### src/rtl/dmem_arb_pkg.sv
`default_nettype none
// +----------------------------------------------------------------------+
// | dmem_arb_pkg                                                         |
// | Shared priority encoding and default sizes for the dmem arbiter.     |
// | Revision: 1.0                                                        |
// +----------------------------------------------------------------------+
package dmem_arb_pkg;

  typedef enum logic [0:0] {
    ST_CPU_PRI = 1'b0,
    ST_EXT_PRI = 1'b1
  } prio_e;

  localparam int unsigned c_def_aw        = 32;
  localparam int unsigned c_def_dw        = 32;
  localparam int unsigned c_def_max_burst = 4;

  // Burst counter width; a one-grant burst still needs a 1-bit register.
  function automatic int unsigned cnt_width(input int unsigned max_burst);
    return (max_burst > 1) ? $clog2(max_burst) : 1;
  endfunction

endpackage
`default_nettype wire

### src/rtl/dmem_arbiter_if.sv
`default_nettype none
// +----------------------------------------------------------------------+
// | dmem_arbiter_if                                                      |
// | CPU, external-master and data-memory signals seen by the arbiter.    |
// | Revision: 1.0                                                        |
// +----------------------------------------------------------------------+
interface dmem_arbiter_if
  import dmem_arb_pkg::*;
#(
  parameter int AW = c_def_aw,
  parameter int DW = c_def_dw
);
  logic          cpu_req;
  logic          cpu_we;
  logic [AW-1:0] cpu_addr;
  logic [DW-1:0] cpu_wdata;
  logic          cpu_gnt;
  logic          cpu_stall;
  logic [DW-1:0] cpu_rdata;
  logic          cpu_rvalid;

  logic          ext_req;
  logic          ext_we;
  logic [AW-1:0] ext_addr;
  logic [DW-1:0] ext_wdata;
  logic          ext_gnt;
  logic [DW-1:0] ext_rdata;
  logic          ext_rvalid;

  logic          mem_we;
  logic [AW-1:0] mem_a;
  logic [DW-1:0] mem_wd;
  logic [DW-1:0] mem_rd;

  modport slave (
    input  cpu_req, cpu_we, cpu_addr, cpu_wdata,
    input  ext_req, ext_we, ext_addr, ext_wdata,
    input  mem_rd,
    output cpu_gnt, cpu_stall, cpu_rdata, cpu_rvalid,
    output ext_gnt, ext_rdata, ext_rvalid,
    output mem_we, mem_a, mem_wd
  );

  modport master (
    output cpu_req, cpu_we, cpu_addr, cpu_wdata,
    output ext_req, ext_we, ext_addr, ext_wdata,
    output mem_rd,
    input  cpu_gnt, cpu_stall, cpu_rdata, cpu_rvalid,
    input  ext_gnt, ext_rdata, ext_rvalid,
    input  mem_we, mem_a, mem_wd
  );
endinterface
`default_nettype wire

### src/rtl/dmem_arbiter.sv
`default_nettype none
// +----------------------------------------------------------------------+
// | dmem_arbiter                                                         |
// | Two-requester data-memory arbiter with bounded-burst fair priority.  |
// | Revision: 1.0                                                        |
// +----------------------------------------------------------------------+
module dmem_arbiter
  import dmem_arb_pkg::*;
#(
  parameter int AW        = c_def_aw,
  parameter int DW        = c_def_dw,
  parameter int MAX_BURST = c_def_max_burst
) (
  input  logic           clk,
  input  logic           reset,
  dmem_arbiter_if.slave  bus
);

  localparam int unsigned      c_cw       = cnt_width(MAX_BURST);
  localparam logic [c_cw-1:0]  c_cnt_last = c_cw'(MAX_BURST - 1);

  prio_e           r_prio;
  prio_e           w_prio_nxt;
  logic [c_cw-1:0] r_cnt;
  logic [c_cw-1:0] w_cnt_nxt;

  logic            w_contend;
  logic            w_cpu_gnt;
  logic            w_ext_gnt;
  logic            w_mem_we;
  logic [AW-1:0]   w_mem_a;
  logic [DW-1:0]   w_mem_wd;

  logic [DW-1:0]   r_cpu_rdata;
  logic [DW-1:0]   r_ext_rdata;
  logic            r_cpu_rvalid;
  logic            r_ext_rvalid;

  always_comb begin
    w_contend  = bus.cpu_req & bus.ext_req;
    w_cpu_gnt  = 1'b0;
    w_ext_gnt  = 1'b0;
    w_prio_nxt = r_prio;
    w_cnt_nxt  = '0;
    w_mem_we   = 1'b0;
    w_mem_a    = bus.cpu_addr;
    w_mem_wd   = bus.cpu_wdata;

    // Grants are masked while reset is held so nothing reaches memory.
    if (!reset) begin
      if (bus.cpu_req && (!bus.ext_req || r_prio == ST_CPU_PRI)) begin
        w_cpu_gnt = 1'b1;
      end else if (bus.ext_req) begin
        w_ext_gnt = 1'b1;
      end
    end

    if (w_ext_gnt) begin
      w_mem_we = bus.ext_we;
      w_mem_a  = bus.ext_addr;
      w_mem_wd = bus.ext_wdata;
    end else if (w_cpu_gnt) begin
      w_mem_we = bus.cpu_we;
    end

    // Only contended grants count towards the burst limit.
    if (w_contend) begin
      if (r_cnt == c_cnt_last) begin
        w_prio_nxt = (r_prio == ST_CPU_PRI) ? ST_EXT_PRI : ST_CPU_PRI;
        w_cnt_nxt  = '0;
      end else begin
        w_cnt_nxt  = r_cnt + 1'b1;
      end
    end
  end

  always_ff @(posedge clk or posedge reset) begin
    if (reset) begin
      r_prio       <= ST_CPU_PRI;
      r_cnt        <= '0;
      r_cpu_rvalid <= 1'b0;
      r_ext_rvalid <= 1'b0;
      r_cpu_rdata  <= '0;
      r_ext_rdata  <= '0;
    end else begin
      r_prio       <= w_prio_nxt;
      r_cnt        <= w_cnt_nxt;
      r_cpu_rvalid <= w_cpu_gnt & ~bus.cpu_we;
      r_ext_rvalid <= w_ext_gnt & ~bus.ext_we;
      if (w_cpu_gnt && !bus.cpu_we) begin
        r_cpu_rdata <= bus.mem_rd;
      end
      if (w_ext_gnt && !bus.ext_we) begin
        r_ext_rdata <= bus.mem_rd;
      end
    end
  end

  assign bus.cpu_gnt    = w_cpu_gnt;
  assign bus.ext_gnt    = w_ext_gnt;
  assign bus.cpu_stall  = bus.cpu_req & ~w_cpu_gnt & ~reset;
  assign bus.cpu_rdata  = r_cpu_rdata;
  assign bus.cpu_rvalid = r_cpu_rvalid;
  assign bus.ext_rdata  = r_ext_rdata;
  assign bus.ext_rvalid = r_ext_rvalid;
  assign bus.mem_we     = w_mem_we;
  assign bus.mem_a      = w_mem_a;
  assign bus.mem_wd     = w_mem_wd;

endmodule
`default_nettype wire

### src/flat_wrapper.sv
// flat-port wrapper written by rule: the top's interface ports become plain ports
module dmem_arbiter_flat import dmem_arb_pkg::*;
#(
  parameter int AW        = c_def_aw,
  parameter int DW        = c_def_dw,
  parameter int MAX_BURST = c_def_max_burst
)
  (clk, reset, bus_cpu_req, bus_cpu_we, bus_cpu_addr, bus_cpu_wdata, bus_ext_req, bus_ext_we, bus_ext_addr, bus_ext_wdata, bus_mem_rd, bus_cpu_gnt, bus_cpu_stall, bus_cpu_rdata, bus_cpu_rvalid, bus_ext_gnt, bus_ext_rdata, bus_ext_rvalid, bus_mem_we, bus_mem_a, bus_mem_wd);
  dmem_arbiter_if #(.AW(AW), .DW(DW)) bus_i ();
  input  logic clk;
  input  logic reset;
  input wire logic [$bits(bus_i.cpu_req)-1:0] bus_cpu_req;
  input wire logic [$bits(bus_i.cpu_we)-1:0] bus_cpu_we;
  input wire logic [$bits(bus_i.cpu_addr)-1:0] bus_cpu_addr;
  input wire logic [$bits(bus_i.cpu_wdata)-1:0] bus_cpu_wdata;
  input wire logic [$bits(bus_i.ext_req)-1:0] bus_ext_req;
  input wire logic [$bits(bus_i.ext_we)-1:0] bus_ext_we;
  input wire logic [$bits(bus_i.ext_addr)-1:0] bus_ext_addr;
  input wire logic [$bits(bus_i.ext_wdata)-1:0] bus_ext_wdata;
  input wire logic [$bits(bus_i.mem_rd)-1:0] bus_mem_rd;
  output wire logic [$bits(bus_i.cpu_gnt)-1:0] bus_cpu_gnt;
  output wire logic [$bits(bus_i.cpu_stall)-1:0] bus_cpu_stall;
  output wire logic [$bits(bus_i.cpu_rdata)-1:0] bus_cpu_rdata;
  output wire logic [$bits(bus_i.cpu_rvalid)-1:0] bus_cpu_rvalid;
  output wire logic [$bits(bus_i.ext_gnt)-1:0] bus_ext_gnt;
  output wire logic [$bits(bus_i.ext_rdata)-1:0] bus_ext_rdata;
  output wire logic [$bits(bus_i.ext_rvalid)-1:0] bus_ext_rvalid;
  output wire logic [$bits(bus_i.mem_we)-1:0] bus_mem_we;
  output wire logic [$bits(bus_i.mem_a)-1:0] bus_mem_a;
  output wire logic [$bits(bus_i.mem_wd)-1:0] bus_mem_wd;
  assign bus_i.cpu_req = bus_cpu_req;
  assign bus_i.cpu_we = bus_cpu_we;
  assign bus_i.cpu_addr = bus_cpu_addr;
  assign bus_i.cpu_wdata = bus_cpu_wdata;
  assign bus_i.ext_req = bus_ext_req;
  assign bus_i.ext_we = bus_ext_we;
  assign bus_i.ext_addr = bus_ext_addr;
  assign bus_i.ext_wdata = bus_ext_wdata;
  assign bus_i.mem_rd = bus_mem_rd;
  assign bus_cpu_gnt = bus_i.cpu_gnt;
  assign bus_cpu_stall = bus_i.cpu_stall;
  assign bus_cpu_rdata = bus_i.cpu_rdata;
  assign bus_cpu_rvalid = bus_i.cpu_rvalid;
  assign bus_ext_gnt = bus_i.ext_gnt;
  assign bus_ext_rdata = bus_i.ext_rdata;
  assign bus_ext_rvalid = bus_i.ext_rvalid;
  assign bus_mem_we = bus_i.mem_we;
  assign bus_mem_a = bus_i.mem_a;
  assign bus_mem_wd = bus_i.mem_wd;
  dmem_arbiter #(.AW(AW), .DW(DW), .MAX_BURST(MAX_BURST)) u_core (.clk(clk), .reset(reset), .bus(bus_i));
endmodule
### config.mk
export PLATFORM = sky130hd
export DESIGN_NAME = dmem_arbiter_flat
export DESIGN_NICKNAME = d
export VERILOG_FILES = /design/src/rtl/dmem_arb_pkg.sv /design/src/rtl/dmem_arbiter_if.sv /design/src/rtl/dmem_arbiter.sv /design/src/flat_wrapper.sv
export SDC_FILE = /design/constraint.sdc
export NUM_CORES = 1
export LEC_CHECK = 0
export ABC_AREA = 1
export BUFFER_PORTS_ARGS = -buffer_cell sky130_fd_sc_hd__buf_2
export CAP_MARGIN = 20
export CELL_PAD_IN_SITES_DETAIL_PLACEMENT = 1
export CELL_PAD_IN_SITES_GLOBAL_PLACEMENT = 1
export CORE_MARGIN = 2
export CORE_UTILIZATION = 27
export DETAILED_ROUTE_END_ITERATION = 6
export PLACE_DENSITY = 0.95
export SETUP_SLACK_MARGIN = 0.15
export SYNTH_ARGS = -nofsm -noshare
export SYNTH_HDL_FRONTEND = slang
export SYNTH_SLANG_ARGS = --single-unit
### constraint.sdc
create_clock -name clk -period 4.2 [get_ports clk]
set_input_delay 0.63 -clock clk [delete_from_list [all_inputs] [get_ports clk]]
set_output_delay 0.63 -clock clk [all_outputs]
set_load 0.02 [all_outputs]
Word-level counts from Yosys, hierarchy flattened
Index checks and enable logic that the tools add are counted.
W data, S select, Z words.
{ "word_totals": {"register_bits": 69, "latch_bits": 0, "mem_bits_rw": 0, "romBits": 0, "input_bits": 166, "out_inout_bits": 134, "wordCells": 38, "mem_count": 0} }
{ "op_classes": {"n_addsub": 1, "mul": 0, "div": 0, "n_lt_le_gt_ge": 0, "eq_ne": 1, "shift": 0, "mux": 12, "bitwise": 10, "n_reduce_logical": 8} }
{ "op_table": {"columns": ["op", "count"], "rows": [
  ["$mux W32", 2],
  ["$mux W1", 8],
  ["$and A1 B1 Y1", 5],
  ["$not A1 Y1", 5],
  ["$mux W2", 2],
  ["$logic_and A1 B1 Y1", 3],
  ["$logic_not A1 Y1", 3],
  ["$add A2 B1 Y2 const B", 1],
  ["$eq A2 B2 Y1 const B", 1],
  ["$reduce_and A2 Y1", 1],
  ["$logic_or A1 B1 Y1", 1]
]} }

Depth between registers and ports, before layout
Gate-level depths: netlist of run 1.
{ "logic_depth": {"word_depth": 8, "depth_mapped": 8, "mapped_depth_nobuf": 6} }

Worst setup path after synthesis of run 1
Ideal clock, no wire load.
{ "synth_path": {"kind": "input to output", "from": "input port bus_ext_req", "to": "output port bus_mem_we", "arrival_time_ps": 1590, "t_required_ps": 3570, "setup_slack_ps": 1980, "cell_stages": 5, "n_path_buf": 1, "cell_sequence": "inv_2 nor2_2 nand2_1 buf_2 o21ai_0"} }
{ "synth_between": {"elab_chain_len": 7, "elab_cells_between_ends": 10, "cone_classes": "mux (7); reduce/logical (3)"} }
{ "synth_rtl": {"columns": ["item", "line_no", "text"], "rows": [
  ["start, declared", "flat_wrapper.sv:16", "input wire logic [$bits(bus_i.ext_req)-1:0] bus_ext_req;"],
  ["$logic_not A1 Y1", "dmem_arbiter.sv:51", "if (bus.cpu_req && (!bus.ext_req || r_prio == ST_CPU_PRI)) begin"],
  ["$logic_or A1 B1 Y1", "dmem_arbiter.sv:51", null],
  ["$logic_and A1 B1 Y1", "dmem_arbiter.sv:51", null],
  ["$mux W1", "dmem_arbiter.sv:51", null],
  ["$mux W1", "dmem_arbiter.sv:50", "if (!reset) begin"],
  ["$mux W1", "dmem_arbiter.sv:62", "end else if (w_cpu_gnt) begin"],
  ["$mux W1 *", "dmem_arbiter.sv:58", "if (w_ext_gnt) begin"],
  ["end, declared", "flat_wrapper.sv:28", "output wire logic [$bits(bus_i.mem_we)-1:0] bus_mem_we;"]
]} }
Mark *: on every way between the ends. The rest lies on a longest branch, timed or not.

Worst setup path after layout of run 1
{ "layout_path": {"from": "register u_core.r_prio", "to": "output port bus_mem_wd[17]"} }
{ "layout_between": {"elab_chain_len": 6} }
{ "layout_rtl": {"columns": ["item", "line_no", "text"], "rows": [
  ["start, declared", "dmem_arbiter.sv:22", "prio_e r_prio;"],
  ["start signal, assigned", "dmem_arbiter.sv:86", "r_prio <= w_prio_nxt;"],
  ["$not A1 Y1", "dmem_arbiter.sv:51", null],
  ["$logic_or A1 B1 Y1", "dmem_arbiter.sv:51", null],
  ["$logic_and A1 B1 Y1", "dmem_arbiter.sv:51", null],
  ["$mux W1", "dmem_arbiter.sv:51", null],
  ["$mux W1", "dmem_arbiter.sv:50", null],
  ["$mux W32", "dmem_arbiter.sv:58", null],
  ["end, declared", "flat_wrapper.sv:30", "output wire logic [$bits(bus_i.mem_wd)-1:0] bus_mem_wd;"]
]} }
Every way passes these cells.

==> impl_metrics.toml, run 1 <==
[placement]
placed_area_mm2 = 0.00527
dp_cells = 969
gp_congestion = 0.854
place_ws_ns = 1.52
dp_hpwl_mm = 13.6
portBuffers = 299

[cts]
cts_max_level = 3
cts_sinks = 69
cts_tree = "yes"
post-cts-setup-buffers = 0
clk_latency_ns = 0.33
clk_transition_reported_paths_ns = 0.05
cts_buffers = 9
cts_hold_buffers = 0
cts_resized = 0
cts_buffer_depth = 2
cts_root_buf = "clkbuf_16"

[floorplan]
io-pin-count = 300
row_count = 42
die-area_mm2 = 0.0145
die_y_um = 120
dieWidth_um = 120
coreArea_mm2 = 0.0132
start_util_pct = 27.6

[power_and_ir_drop]
p_clk_share_pct = 31.6
p_leak_nw = 3.48
power.net_switching_mw = 0.878
swShare_pct = 36.8
p_int_mw = 1.51
power_frac_comb_pct = 32.6
powerDensity_mw_per_mm2 = 428
sequentialPowerShare_pct = 35.8
irDropWorstVdd_mv = 0.249

[yosys]
yosysTopAreaCell = "dfrtp_1"
ys_ff_latch = 69
yosysWarnings = 0
avgSynthCellArea_um2 = 7.02
yosysSeqAreaShare_pct = 47.3
synth_area_mm2 = 0.00365
synth-async-reset-ratio_pct = 100
synth.area.top_cells = "dfrtp_1 47%, nand2_1 33%, nand4_1 11%, clkbuf_1 2.0%, buf_2 1.6%"
syn-num-nets = 687
synthFlopType = "dfrtp_1"
ys_types = 17
synth_edf_count = 0
synth_cells = 520
synth_top_area_share_pct = 47.3

[timing]
finalSetupViolCount = 0
finalWorstSetupSlack_ns = 1.52
period_minus_slack_ns = 2.68
slew_headroom_pct = 46.2
tns_ns = 0
finClkSkew_ns = 0.00773
fin_crit_sh_pct = 63.7
drv_slew = 0
hold_viol = 0
worstMarginPinSlew_ns = 0.805
max_freq_mhz = 374
rsz0062_at_grt = "false"

[worst_setup_path]
rr_endpoint = "u_core.bus.cpu_rdata[22]$_DFFE_PP0P_"
r2r_cells = 5
reg2reg_slack_ns = 2.18
arrival_ns = 2.05
worst-setup-path-type = "flop to primary output"
cp-start-kind = "flop"
cp.required_ns = 3.57
critPathCaptureType = "primary output"
r2r_start = "u_core.r_prio$_DFFE_PP0P_"
worstPathMaxFanout = 65

[grt]
antenna_found_initial = 3
grt_max_degree = 66
grt_overflow = 0
grtUsageTotal_pct = 23.6
grt_pass1_wl_mm = 26.6
grt_pass1_vias = 4833

[detailed_routing]
routed_wl_mm = 17.6
vias_per_cell = 4.75
vias = 4688
drt_iter0_markers = 223
wl_per_cell_um = 17.9
dr.pass1.iters = 4
route.detailed.drc = 0
antenna_left = 0

[status]
status = "completed"

[layout]
syn_to_final_growth_pct = 52.7
fin_area_mm2 = 0.00558
layout_commonest_cell = "nand2_1"
final_cell_mix = "324 x nand2_1, 299 x buf_2, 69 x dfrtp_1"
layout.nets = 971
drive_gt1_share_pct = 41.2
final_cells = 986
num-fill-cells = 1804
utilization_pct = 42.1

[min_path]
hp-class = "input port to asynchronous set/reset pin"

[flow_run]
drv_cap = 0
==> layer usage <==
layer  routed length (um)  global-route usage (%)  up-vias
li1                     -                       -     2226
met1                 6850                    27.2     2233
met2                 8890                    42.3      202
met3                 1540                    7.26       25
met4                  356                    6.47        2
met5                   16                       0        -
==> power groups by stage <==
stage / Combinational (mW) / Sequential [mW] / Clock (mW)
floorplan: 0.285 / 1.00 / 0
global placement: 0.766 / 0.853 / 0
detailed placement: 0.784 / 0.860 / 0
CTS: 0.789 / 0.852 / 0.774
global route: 0.846 / 0.867 / 0.796
finish: 0.778 / 0.853 / 0.755
==> cells by family after synthesis <==
family | Yosys count | synth area share [%]
AOI/OAI and AO/OA | 1 | 0.137
xor gates and xnor gates | 1 | 0.240
adders and majority gates | 1 | 0.343
buffers and inverters | 50 | 6.37
DFF | 69 | 47.3
and+or+nand+nor | 398 | 45.6
==> cell type report <==
class                      count  area (um2)  area share (%)
antenna                        2        5.00          0.0897
clock buffer                  10         239            4.29
clock inverter                 5        60.1            1.08
inverter                      12        45.0           0.808
multi-input combinational    401        1690            30.4
sequential                    69        1730            31.0
tap                          176         220            3.95
timing repair buffer         311        1590            28.4
==> state kept, by name, indices dropped and copies added (netlist names) <==
name	flops
u_core.bus.cpu_rdata	32
u_core.bus.cpu_rvalid	1
u_core.bus.ext_rdata	32
u_core.bus.ext_rvalid	1
u_core.r_cnt	2
u_core.r_prio	1
==> worst max-delay path by stage <==
stage	from	end	slack, ns	depth (start not counted)
floorplan	reset	u_core.bus.cpu_rdata[0]$_DFFE_PP0P_	1.83	1
global placement	bus_cpu_req	bus_mem_wd[17]	1.57	7
detailed placement	reset	bus_mem_wd[17]	1.52	8
CTS	reset	bus_mem_wd[17]	1.51	8
global route	u_core.r_prio$_DFFE_PP0P_	bus_mem_wd[11]	1.38	7
finish	u_core.r_prio$_DFFE_PP0P_	bus_mem_wd[17]	1.52	7
==> metrics by stage <==
stage	hold slack [ns]	power (mW)
after floorplan	0.415	1.29
after global placement	0.429	1.62
after detailed placement	0.449	1.64
after CTS	0.457	2.41
after global routing	0.484	2.51
final	0.455	2.39
==> synthesized netlist by cell type (2+ instances only) <==
cell type and count:
nor2_1 2, nand4_1 64, dfrtp_1 69, nand2_1 325
nor3_1 2, buf_4 6, nand3_1 3, clkbuf_1 19
inv_2 3, nor2_2 2, inv_1 8, buf_2 12
==> worst max-delay path, cell delays in order (launching register included) <==
cell and delay (ns):
dfrtp_1 0.42, inv_1 0.07, nand2_1 0.07, nand2_2 0.09
buf_4 0.51, nand2_1 0.21, nand2_1 0.14, buf_2 0.17
(Power assumes the default switching activity.)
==> inputs of run 2 (changes only) <==
--- a/config.mk
+++ b/config.mk
@@ -11,9 +11,9 @@
 export CELL_PAD_IN_SITES_DETAIL_PLACEMENT = 1
 export CELL_PAD_IN_SITES_GLOBAL_PLACEMENT = 1
 export CORE_MARGIN = 2
-export CORE_UTILIZATION = 27
+export CORE_UTILIZATION = 25
 export DETAILED_ROUTE_END_ITERATION = 6
-export PLACE_DENSITY = 0.95
+export PLACE_DENSITY = 0.92
 export SETUP_SLACK_MARGIN = 0.15
 export SYNTH_ARGS = -nofsm -noshare
 export SYNTH_HDL_FRONTEND = slang
==> constraint.sdc (replaced) <==
create_clock -name clk -period 2.55 [get_ports clk]
set_input_delay 0.3825 -clock clk [delete_from_list [all_inputs] [get_ports clk]]
set_output_delay 0.3825 -clock clk [all_outputs]
set_load 0.02 [all_outputs]
==> impl_metrics.toml, run 2 (synthesis results as in run 1) <==
[timing]
finalSetupViolCount = 0
drv_slew = 0
rsz0062_at_grt = "true"
finalWorstSetupSlack_ns = 0.311
worstMarginPinSlew_ns = 0.694
tns_ns = 0
slew_headroom_pct = 53.7
fin_crit_sh_pct = 87.8
hold_viol = 0
finClkSkew_ns = 0.00726
period_minus_slack_ns = 2.24
max_freq_mhz = 447

[cts]
cts_buffer_depth = 2
cts_sinks = 69
cts_max_level = 3
cts_resized = 2
clk_latency_ns = 0.33
cts_hold_buffers = 0
cts_root_buf = "clkbuf_16"
cts_tree = "yes"
cts_buffers = 9
post-cts-setup-buffers = 0
clk_transition_reported_paths_ns = 0.05

[placement]
place_ws_ns = 0.301
dp_cells = 981
dp_hpwl_mm = 14.0
portBuffers = 299
gp_congestion = 0.897

[worst_setup_path]
cp_top_family = "buffers and inverters"
r2r_cells = 7
cp.required_ns = 2.17
slowest_stage = "dfrtp_1"
worst-setup-path-type = "flop to primary output"
crit_buf_inv = 3
cp_common_cell = "nand2_1"
r2r_start = "u_core.r_prio$_DFFE_PP0P_"
path_cells = "inv_1 -> nand2_1 -> nand2_4 -> buf_8 -> nand2_1 -> nand2_1 -> buf_2"
worstPathMaxFanout = 48
slowest_delay_ns = 0.41
arrival_ns = 1.86
critPathCaptureType = "primary output"
reg2reg_slack_ns = 0.91
cp-start-kind = "flop"
rr_endpoint = "u_core.bus.ext_rdata[0]$_DFFE_PP0P_"

[grt]
grt_overflow = 0
antenna_found_initial = 1
grt_max_degree = 49
grt_pass1_wl_mm = 28.0
grtUsageTotal_pct = 22.9
grt_pass1_vias = 4889

[status]
status = "completed"

[detailed_routing]
vias = 4689
routed_wl_mm = 18.1
wl_per_cell_um = 18.2
route.detailed.drc = 0
drt_iter0_markers = 289
dr.pass1.iters = 4
vias_per_cell = 4.70
antenna_left = 0

[layout]
num-fill-cells = 1904
layout.nets = 975
final_cells = 998
layout_commonest_cell = "nand2_1"
drive_gt1_share_pct = 41.3
syn_to_final_growth_pct = 54.4
final_cell_mix = "324 x nand2_1, 299 x buf_2, 69 x dfrtp_1"

[power_and_ir_drop]
power_mw = 3.95
powerDensity_mw_per_mm2 = 701
p_leak_nw = 3.51
irDropWorstVdd_mv = 0.380

[floorplan]
row_count = 44
dieWidth_um = 125
die-area_mm2 = 0.0156
start_util_pct = 25.3
io-pin-count = 300
die_y_um = 125
coreArea_mm2 = 0.0144

[flow_run]
drv_cap = 0

[min_path]
hp-class = "input port to asynchronous set/reset pin"
## run 2: metrics by stage
stage | utilization [%] | hold slack, ns | instance area, um2
after floorplan | - | 0.415 | 3650
after global placement | 36.9 | 0.428 | 5330
after detailed placement | 36.9 | 0.449 | 5330
after CTS | 39.0 | 0.222 | 5630
after global routing | 39.1 | 0.250 | 5640
final | 39.1 | 0.201 | 5640
## run 2: cell type report
type	instances	area, um2	area share [%]
sequential	69	1730	30.6
multi-input combinational	401	1700	30.1
timing repair buffer	315	1640	29.1
clock buffer	12	246	4.37
tap	184	230	4.08
clock inverter	4	47.5	0.843
inverter	12	45.0	0.799
antenna	1	2.50	0.0444
## run 2: where the power goes
part / switching, mW / total [mW] / leakage (nW) / internal, mW
Sequential: 0.112 / 1.40 / 0.868 / 1.29
Clock: 0.462 / 1.24 / 0.143 / 0.781
Combinational: 0.882 / 1.30 / 2.50 / 0.422
Total: 1.46 / 3.95 / 3.51 / 2.49
## run 2: routing by layer
layer	vias up	GRT usage [%]	part of all wire [%]
met5	-	0	0
met3	29	6.66	7.9
met4	0	9.15	3.1
li1	2243	-	-
met1	2216	27.5	41
met2	201	38.4	48
## run 2: how the worst max path moves through the flow
stage	startpoint	endpoint	slack, ns	cells after the start
4_1_cts	u_core.r_prio$_DFFE_PP0P_	bus_mem_wd[17]	0.24	7
3_3_place_gp	bus_ext_req	bus_mem_wd[17]	0.30	8
5_1_grt	u_core.r_prio$_DFFE_PP0P_	bus_mem_wd[30]	0.15	7
6_report	u_core.r_prio$_DFFE_PP0P_	bus_mem_wd[22]	0.31	7
2_1_floorplan	reset	u_core.bus.cpu_rdata[0]$_DFFE_PP0P_	0.43	1
3_5_place_dp	bus_ext_req	bus_mem_wd[17]	0.30	8
==> inputs of run 3 (changes only) <==
--- a/config.mk
+++ b/config.mk
@@ -6,7 +6,7 @@
 export NUM_CORES = 1
 export LEC_CHECK = 0
 export ABC_AREA = 1
-export BUFFER_PORTS_ARGS = -buffer_cell sky130_fd_sc_hd__buf_2
+export BUFFER_PORTS_ARGS = -buffer_cell sky130_fd_sc_hd__clkbuf_2
 export CAP_MARGIN = 20
 export CELL_PAD_IN_SITES_DETAIL_PLACEMENT = 1
 export CELL_PAD_IN_SITES_GLOBAL_PLACEMENT = 1
==> impl_metrics.toml, run 3 (synthesis results as in run 1) <==
[cts]
cts_tree = "yes"
cts_root_buf = "clkbuf_16"
cts_buffers = 9
clk_transition_reported_paths_ns = 0.06
cts_hold_buffers = 0
cts_buffer_depth = 2
clk_latency_ns = 0.32
cts_max_level = 3
cts_sinks = 69

[worst_setup_path]
reg2reg_slack_ns = 0.78
r2r_cells = 5
worst-setup-path-type = "flop to primary output"
cp.required_ns = 2.17
worstPathMaxFanout = 33
critPathCaptureType = "primary output"
critPathLaunch = "u_core.r_prio$_DFFE_PP0P_"
cp-start-kind = "flop"
arrival_ns = 1.90
r2r_start = "u_core.r_prio$_DFFE_PP0P_"
endpoint = "bus_mem_wd[19]"
rr_endpoint = "u_core.bus.cpu_rdata[31]$_DFFE_PP0P_"

[grt]
grt_max_degree = 66
grt_pass1_vias = 4774
grtUsageTotal_pct = 22.3
antenna_found_initial = 0
grt_pass1_wl_mm = 27.3
grt_overflow = 0

[layout]
layout.nets = 974
final_cell_mix = "324 x nand2_1, 299 x clkbuf_2, 69 x dfrtp_1"
final_cells = 996
syn_to_final_growth_pct = 54.8
layout_commonest_cell = "nand2_1"
n_antenna_cell = 0
drive_gt1_share_pct = 41.5

[power_and_ir_drop]
p_int_mw = 2.49
powerDensity_mw_per_mm2 = 703
p_leak_nw = 3.54
sequentialPowerShare_pct = 35.4
power.net_switching_mw = 1.48
p_clk_share_pct = 31.8
irDropWorstVdd_mv = 0.348
swShare_pct = 37.3
power_frac_comb_pct = 32.8

[timing]
hold_viol = 0
finalSetupViolCount = 0
fin_crit_sh_pct = 89.4
worstMarginPinSlew_ns = 0.683
slew_headroom_pct = 54.4
tns_ns = 0
period_minus_slack_ns = 2.28
max_freq_mhz = 439
drv_slew = 0
rsz0062_at_grt = "true"
finClkSkew_ns = 0.00543

[detailed_routing]
vias_per_cell = 4.69
dr.pass1.iters = 4
routed_wl_mm = 17.8
drt_iter0_markers = 244
route.detailed.drc = 0
antenna_left = 0
wl_per_cell_um = 17.9
vias = 4669

[status]
status = "completed"

[placement]
dp_cells = 979
dp_hpwl_mm = 14.0
gp_congestion = 0.895
portBuffers = 299

[floorplan]
die-area_mm2 = 0.0156
row_count = 44
io-pin-count = 300
dieWidth_um = 125
die_y_um = 125
start_util_pct = 25.3
coreArea_mm2 = 0.0144

[flow_run]
drv_cap = 0

[min_path]
hp-class = "input port to asynchronous set/reset pin"
[run 3: layout make-up]
class	instances	area, um2
fillers	1910	8770
flip-flops and latches	69	1730
multi-input cells	401	1700
repair buffers	314	1650
clock buffers	10	239
well taps	184	230
clock inverters	6	61.3
inverters	12	47.5
[run 3: through the flow]
stage	setup slack [ns]	hold WS [ns]	utilization [%]	power (mW)	cell area [um2]
after floorplan	0.428	0.415	-	2.12	3650
after global placement	0.268	0.428	36.8	2.70	5310
after detailed placement	0.250	0.450	36.8	2.73	5310
after CTS	0.151	0.164	39.0	4.01	5620
after global routing	0.135	0.200	39.2	4.19	5650
final	0.270	0.161	39.2	3.97	5650
[run 3: how the worst min path moves through the flow]
| stage | startpoint | endpoint | slack [ns] | depth (start not counted) |
|---|---|---|---|---|
| after floorplan | u_core.r_cnt[0]$_DFF_PP0_ | u_core.r_cnt[0]$_DFF_PP0_ | 0.41 | 1 |
| after global placement | u_core.r_cnt[0]$_DFF_PP0_ | u_core.r_cnt[0]$_DFF_PP0_ | 0.43 | 1 |
| after detailed placement | u_core.r_cnt[0]$_DFF_PP0_ | u_core.r_cnt[0]$_DFF_PP0_ | 0.45 | 1 |
| after CTS | reset | u_core.bus.cpu_rdata[25]$_DFFE_PP0P_ | 0.16 | 2 |
| after global routing | reset | u_core.bus.cpu_rdata[25]$_DFFE_PP0P_ | 0.20 | 2 |
| final | reset | u_core.bus.cpu_rdata[25]$_DFFE_PP0P_ | 0.16 | 2 |
[run 3: metal layers]
layer	vias up	wire length, um	GRT usage [%]	share of wire [%]
met5	-	0	0	0
met4	0	214	4.18	1.2
met3	14	1350	5.88	7.5
met2	189	8990	39.4	50
met1	2235	7280	27.5	41
li1	2231	-	-	-
[run 3: power groups by stage]
| stage | Clock [mW] | Sequential, mW | Combinational (mW) |
|---|---|---|---|
| 6_report | 1.26 | 1.41 | 1.30 |
| 5_1_grt | 1.34 | 1.43 | 1.42 |
| 4_1_cts | 1.29 | 1.41 | 1.31 |
| 3_3_place_gp | 0 | 1.41 | 1.28 |
| 3_5_place_dp | 0 | 1.42 | 1.31 |
| 2_1_floorplan | 0 | 1.65 | 0.469 |
[run 3: critical path, stage by stage (launching register included)]
cell      delay (ns)
dfrtp_1         0.39
inv_1           0.05
nand2_1         0.11
nand2_4         0.19
inv_4           0.16
buf_12          0.20
nand2_1         0.11
nand2_1         0.14
clkbuf_2        0.20
[run 3: repair_timing]
item | in CTS | in global routing
endpoints found under the setup margin | 47 | 8
cloned | 0 | 1
buffers inserted | 0 | 0
resized for setup | 2 | 2
